--- config.mk ---
export PLATFORM = sky130hd
export DESIGN_NAME = alu_arbiter
export DESIGN_NICKNAME = d
export VERILOG_FILES = /design/src/rtl/alu_arbiter.sv
export SDC_FILE = /design/constraint.sdc
export NUM_CORES = 1
export LEC_CHECK = 0
export ABC_AREA = 1
export CAP_MARGIN = 20
export CELL_PAD_IN_SITES_DETAIL_PLACEMENT = 1
export CELL_PAD_IN_SITES_GLOBAL_PLACEMENT = 2
export CORE_MARGIN = 1
export CORE_UTILIZATION = 20
export DETAILED_ROUTE_END_ITERATION = 12
export PLACE_DENSITY_LB_ADDON = 0.1
export SYNTH_ARGS = -nofsm -noshare
export SYNTH_HDL_FRONTEND = slang
export SYNTH_SLANG_ARGS = --single-unit
--- constraint.sdc ---
create_clock -name clk -period 4.84 [get_ports clk]
set_clock_uncertainty 0.1 [all_clocks]
set_input_delay 0.484 -clock clk [delete_from_list [all_inputs] [get_ports clk]]
set_output_delay 0.484 -clock clk [all_outputs]
set_load 0.1 [all_outputs]
--- src/rtl/alu_arbiter.sv ---
`timescale 1ns/1ps
// alu_arbiter: round-robin share of one combinational ALU between two requesters.
// Latches the winning op, drives the ALU for one EXEC cycle, returns a tagged response.
module alu_arbiter (
   input  logic        clk,
   input  logic        rst,
   input  logic        r0_valid,
   output logic        r0_ready,
   input  logic [2:0]  r0_ctrl,
   input  logic [31:0] r0_a,
   input  logic [31:0] r0_b,
   input  logic        r1_valid,
   output logic        r1_ready,
   input  logic [2:0]  r1_ctrl,
   input  logic [31:0] r1_a,
   input  logic [31:0] r1_b,
   output logic        rsp_valid,
   input  logic        rsp_ready,
   output logic        rsp_id,
   output logic [31:0] rsp_result,
   output logic        rsp_zero,
   output logic        rsp_err,
   output logic [2:0]  alu_ctrl,
   output logic [31:0] alu_srcA,
   output logic [31:0] alu_srcB,
   input  logic [31:0] alu_result,
   input  logic        alu_zero
);
   localparam logic [2:0] OP_ILLEGAL = 3'b111;
   localparam logic [2:0] OP_ADD     = 3'b010;

   typedef enum logic [1:0] {IDLE, EXEC, RESP} state_t;
   typedef struct packed {
      logic [2:0]  ctrl;
      logic [31:0] a;
      logic [31:0] b;
   } op_t;

   state_t      r_state, w_next;
   op_t         r_op, w_sel;
   logic        r_last_grant, r_id, r_zero, r_err;
   logic [31:0] r_result;
   logic        w_any, w_gnt, w_accept, w_illegal;

   assign w_any     = r0_valid | r1_valid;
   // On contention the requester not served last wins.
   assign w_gnt     = (r0_valid & r1_valid) ? ~r_last_grant : r1_valid;
   assign w_accept  = (r_state == IDLE) & w_any & ~rst;
   assign r0_ready  = w_accept & ~w_gnt;
   assign r1_ready  = w_accept & w_gnt;
   assign w_sel     = w_gnt ? {r1_ctrl, r1_a, r1_b} : {r0_ctrl, r0_a, r0_b};
   assign w_illegal = (w_sel.ctrl == OP_ILLEGAL);

   always_comb begin
      w_next = r_state;
      case (r_state)
         IDLE:    if (w_accept) w_next = w_illegal ? RESP : EXEC;
         EXEC:    w_next = RESP;
         RESP:    if (rsp_ready) w_next = IDLE;
         default: w_next = IDLE;
      endcase
   end

   always_ff @(posedge clk or posedge rst) begin
      if (rst) begin
         r_state      <= IDLE;
         r_last_grant <= 1'b1;
         r_op         <= {OP_ADD, 32'd0, 32'd0};
         r_id         <= 1'b0;
         r_result     <= '0;
         r_zero       <= 1'b0;
         r_err        <= 1'b0;
      end else begin
         r_state <= w_next;
         if (w_accept) begin
            r_last_grant <= w_gnt;
            r_id         <= w_gnt;
            // Illegal ops never reach the ALU operand registers.
            if (w_illegal) begin
               r_result <= '0;
               r_zero   <= 1'b0;
               r_err    <= 1'b1;
            end else begin
               r_op <= w_sel;
            end
         end
         if (r_state == EXEC) begin
            r_result <= alu_result;
            r_zero   <= alu_zero;
            r_err    <= 1'b0;
         end
      end
   end

   assign rsp_valid  = (r_state == RESP);
   assign rsp_id     = r_id;
   assign rsp_result = r_result;
   assign rsp_zero   = r_zero;
   assign rsp_err    = r_err;
   assign alu_ctrl   = r_op.ctrl;
   assign alu_srcA   = r_op.a;
   assign alu_srcB   = r_op.b;
endmodule
==> summary.md <==
| Metric | Value |
|---|---|
| Die Height | `160 um` |
| CP arrival | `~2900 ps` |
| # fillers | `2932` |
| Global-route wire length before repair | `31000 um` |
| Post-CTS Setup Repair Bufs | `0` |
| Rows | `57` |
| Max frequency | `0.291 GHz` |
| Gp weighted congestion | `0.756` |
| Cells after Synth | `a little under 700` |
| Worst-margin pin slew | `1050 ps` |
| Crit path max-delay family | `buffers and inverters` |
| Fin nets | `1101` |
| CTS H-tree depth | `3` |
| DP Cell Count | `1242` |
| Core area | `between 20000 and 25000 um2` |
| Final setup fails | `0` |
| Max incr delay on CP | `530 ps` |
| Drt drc | `0` |
| Crit. End Element | `output port` |
| Die area | `25700 um2` |
| Status | `complete, no violations` |
| Area growth from synthesis to layout | `66.2%` |
| Reg2reg end | `alu_srcA[9]$_DFFE_PP0P_` |
| Post-synth top area share | `0.514` |
| Vias in the first global route | `5529` |
| 1st-iter DRT viols | `287` |
| Max-cap viol count | `0` |
| R2r startpoint | `r_last_grant$_DFFE_PP1P_` |
| Starting density of the core | `0.205` |
| Dpl hpwl | `between 10000 and 15000 um` |
| Crit path launch type | `input port` |
| Clock sink count | `105` |
| Post-Route WL | `19300 um` |
| Avg Inst Size Synth | `between 7 and 8 um2` |
| Worst hold path type | `flip-flop to flip-flop` |
| Slowest stage cell, crit path | `nor2_4` |
| Post-Syn Area | `around 5000 um2` |
| Hold Startpoint | `alu_ctrl[1]$_DFFE_PP1P_` |
| Critical path type | `input port to output port` |
| Root Buffer | `clkbuf_16` |
| Skew-Pair Late Insertion Delay | `around 350 ps` |
| N_diodes | `0` |
| Die Wd | `~160 um` |
| CTS buffer count | `9` |
| DR pass1 iterations | `4` |
| Vias after detailed routing | `5259` |
| Post-CTS Resized | `0` |
| Mapped Nets | `850` |
| Hold buffer count at CTS | `0` |
| FF-to-FF setup slack | `2100 ps` |
| Pin count of the biggest net entering global routing | `68` |
| CTS clk-pin slew, worst paths | `around 80 ps` |
| Multi-input combinational cell area | `2110 um2` |
| Total area of sequential cells | `2630 um2` |
| Area leader, netlist | `dfrtp_1` |
| Wire per inst | `between 15 and 20 um` |
| Buffers on Ports | `276` |
| Hold EP | `alu_ctrl[1]$_DFFE_PP1P_` |
| Global Route Usage Sum | `0.153` |
| Slew Viols, Final | `0` |
| Final Hold Fails | `0` |
| Area contributors post-synth | `dfrtp_1 (51%), nand2_1 (30%), nand3_1 (10%)` |
| Via density | `4.18` |
| IO Pins | `277` |
| FF-to-FF path depth | `9` |
| Yosys warnings | `0` |
| CTS tree | `built` |
| Fin crit share | `0.710` |
| Layout cells sized above 1 | `0.0396` |
| RSZ-0062 raised after global routing | `no` |
| Critical-path maximum fanout | `25` |
| Post-route ant nets | `0` |
| Synth cell types | `19` |
| Fin cells | `approximately 1300` |
| Slew margin rel. | `0.296` |
| Grt total ovfl | `0` |
| Setup TNS | `0 ps` |
| Post-synthesis sequential area ratio | `0.525` |
| Initial antenna violation count | `0` |
| WP data required | `4260 ps` |
| Longest Clk Path Bufs | `2` |
| Sequence of cells on the critical path | `clkdlybuf4s50_1, clkinvlp_4, nand3_1, nor2_4, inv_1, nor2_1, buf_4` |
| Hold-critical path depth | `2` |
| Synth Register Bits | `105` |
| Post-layout min period | `3440 ps` |
| Buf+Inv Stages, Crit Path | `4` |
sequential cells by signal, summed over array words and instances (netlist names):
signal and flops:
r_last_grant 1, alu_ctrl 3, rsp_result 32, alu_srcB 32, alu_srcA 32, rsp_zero 1, r_state 2, rsp_id 1
rsp_err 1
cells in the final DEF, fill, tap and decap left out, types with 2 or more instances in the layout:
cell,n
buf_4,8
clkbuf_16,9
clkdlybuf4s50_1,274
clkinvlp_4,2
dfrtp_1,103
dfstp_2,2
inv_1,7
inv_6,2
inv_8,2
nand2_1,403
nand2_2,3
nand3_1,103
nor2_1,4
tightest hold or removal path, stage by stage, from the launching register on:
cell     delay [ps]
dfstp_2         370
nand2_1          50
nand2_1          40
metrics by stage:
| step | hold WS [ps] | utilization | worst slack, ps | area [um2] |
|---|---|---|---|---|
| global placement | 353 | 0.328 | 1260 | 8010 |
| detailed placement | 357 | 0.329 | 1130 | 8040 |
| floorplan | 347 | - | 791 | 5020 |
| CTS | 369 | 0.340 | 1300 | 8330 |
| global route | 396 | 0.340 | 1110 | 8330 |
| finish | 366 | 0.340 | 1400 | 8330 |
routing by layer:
layer,track usage,up-vias,part of all wire
li1,-,2607,-
met3,0.0385,18,0.063
met2,0.252,167,0.47
met5,0,-,0
met4,0.0494,0,0.017
met1,0.197,2467,0.45
cell usage after synthesis (all sizes together):
| master | n |
|---|---|
| clkinv | 1 |
| nand2 | 406 |
| dfstp | 2 |
| clkbuf | 13 |
| nor2 | 6 |
| inv | 9 |
| nand3 | 104 |
| dfrtp | 103 |
| a21oi | 1 |
| buf | 31 |
| nand4 | 1 |
| o211ai | 1 |
cell families after synthesis:
logic type,Yosys count,share of synthesized area
AO/OA/AOI/OAI,2,0.00250
AND/OR/NAND/NOR,517,0.419
buffers and inverters,54,0.0534
flip-flops,105,0.525
worst max-delay path by stage:
stage	slack, ps	depth (start not counted)	startpoint	endpoint
2_1_floorplan	790	5	rst	r1_ready
3_3_place_gp	1260	7	rst	rsp_result[1]$_DFFE_PP0P_
3_5_place_dp	1130	7	rst	rsp_zero$_DFFE_PP0P_
4_1_cts	1300	7	rst	r1_ready
5_1_grt	1110	7	rst	r1_ready
6_report	1400	7	rst	r1_ready
area by class of cell:
cell class,count,area share
inverter,10,0.00496
timing repair buffer,284,0.342
sequential,105,0.316
clock buffer,9,0.0270
multi-input combinational,519,0.254
clock inverter,7,0.00736
tap,324,0.0487
Power is not shown: default switching activity piles up to over one toggle a cycle in this logic, so the estimate is an artifact.
==> variant, RTL diff (same flow settings) <==
Make the reset (`rst`) synchronous in one clocked block.
--- a/src/rtl/alu_arbiter.sv
+++ b/src/rtl/alu_arbiter.sv
@@ -61,7 +61,7 @@
       endcase
    end
 
-   always_ff @(posedge clk or posedge rst) begin
+   always_ff @(posedge clk) begin
       if (rst) begin
          r_state      <= IDLE;
          r_last_grant <= 1'b1;
Function: differs if rst is asserted again (counterexample within 4 cycles, from zero or initial values and one cycle with rst high); with rst held inactive, the same outputs for 4 cycles.
==> variant against the unedited design <==
Global-route usage decreased by 0.27 points; area after synthesis shrank 5.5%; sequential cell count is the same; die area shrank 5.5%; sequential share of layout area is 5.4 points lower; cell area is 3.8% lower; worst setup slack better by 0.14 ns; wire length decreased by 3.0%; critical path type unchanged; critical endpoint is now r0_ready; highest routed layer is now met5.
==> variant: results <==
set metrics [dict create \
    ys_types 23 \
    status "completed" \
    cp_slowest_stage_delay_ns 0.57 \
    synthAdderAreaFrac 0 \
    cp_top_family "buffers and inverters" \
    fin_cells 1250 \
    leakage_uw 0.00322 \
    cts_hold_buf 0 \
    grt_pass1_wl_um 28600 \
    grt_pass1_vias 5491 \
    ys_async_sr_fraction 0 \
    crit_path_max_fanout 69 \
    post-dp-hpwl_um 13500 \
    drive_gt1_frac 0.0928 \
    nNetsFinal 1104 \
    synth_compound_area_frac 0.111 \
    vias 5213 \
    ir_drop_v 0.000169 \
    critPathSlowestCell "clkdlybuf4s50_1" \
    cts.reportedPaths.clkPinSlew_ns 0.07 \
    antenna_found_initial 1 \
    synthTopCellsByArea "dfxtp_1, nand2_1, nor2_1" \
    synthCells 685 \
    synth_seq_area_share 0.444 \
    cts_max_level 3 \
    worst_pin_slew_ns 1.04 \
    n_antenna_cell 0 \
    cts_resized 0 \
    clk_latency_ns 0.35 \
    yosys_warnings 0 \
    synthXorXnorAreaFrac 0 \
    synth.area.mux_share 0 \
    clockRootBuffer "clkbuf_16" \
    grt_use_total 0.151 \
    grt_max_degree 70 \
    yosysTopAreaCell "dfxtp_1" \
    place.gp.congestion 0.766 \
    cts_inserted_buffers 9 \
    detail_route.first_pass.iterations 4 \
    synth_nets 857 \
    critPathArrivalTime_ns 2.72 \
    wirelength_um 18800 \
    worst_hold_path_type "flop to flop" \
    synthTopCellsByCount "nand2_1, dfxtp_1, nor2_1, o21ai_0, nor2_2" \
    post_cts_buffers 0 \
    dp.cells 1232 \
    drt_iter0_markers 167 \
    fillers 2800 \
    io_buffer_count 276 \
    clockBufferDepth 2 \
]
==> variant: worst paths after layout <==
kind | start | slack, ns | endpoint | cells past startpoint
min reg2reg | rsp_err | 0.35 | rsp_err | 2
min | rsp_err | 0.35 | rsp_err | 2
max | r1_valid | 1.54 | r0_ready | 6
max reg2reg | r_last_grant | 1.91 | alu_srcA[1] | 10
==> variant: power breakdown <==
group	leakage [uW]	switching (uW)	internal [uW]
Sequential	0.000863	56.1	953
Combinational	0.00220	929	375
Clock	0.000153	363	413
Total	0.00322	1350	1740
==> variant: per-stage QoR <==
stage,area [um^2],setup WS [ns]
after floorplan,4740,1.97
after global placement,7660,1.33
after detailed placement,7660,1.17
after CTS,7970,1.35
after global routing,8020,1.29
final,8020,1.54
==> variant: worst register-to-register path, cell delays in order (launching register included) <==
cell and delay (ns):
dfxtp_1 0.38, nand2_2 0.10, nand2_4 0.54, nand2_1 0.17
nand2_2 0.15, nand3_2 0.09, nand2_4 0.50, clkinv_2 0.18
buf_4 0.34, nor2_1 0.22, nor2_1 0.06
==> variant: kinds of logic after synthesis <==
group / Yosys count
DFF: 105
buffers and inverters: 58
and+or+nand+nor: 418
AOI/OAI and AO/OA: 104
==> variant: per-layer routing <==
layer  track usage  part of all wire  up-vias
li1              -                 -     2650
met1         0.171              0.42     2383
met2         0.269              0.49      161
met3        0.0472             0.079       17
met4        0.0439             0.012        2
met5             0           0.00091        -
==> variant: cell type report <==
cell class / instances / area share
clock inverter: 7 / 0.0106
tap: 313 / 0.0489
timing repair buffer: 284 / 0.357
inverter: 10 / 0.00484
sequential: 105 / 0.262
clock buffer: 9 / 0.0281
multi-input combinational: 522 / 0.288
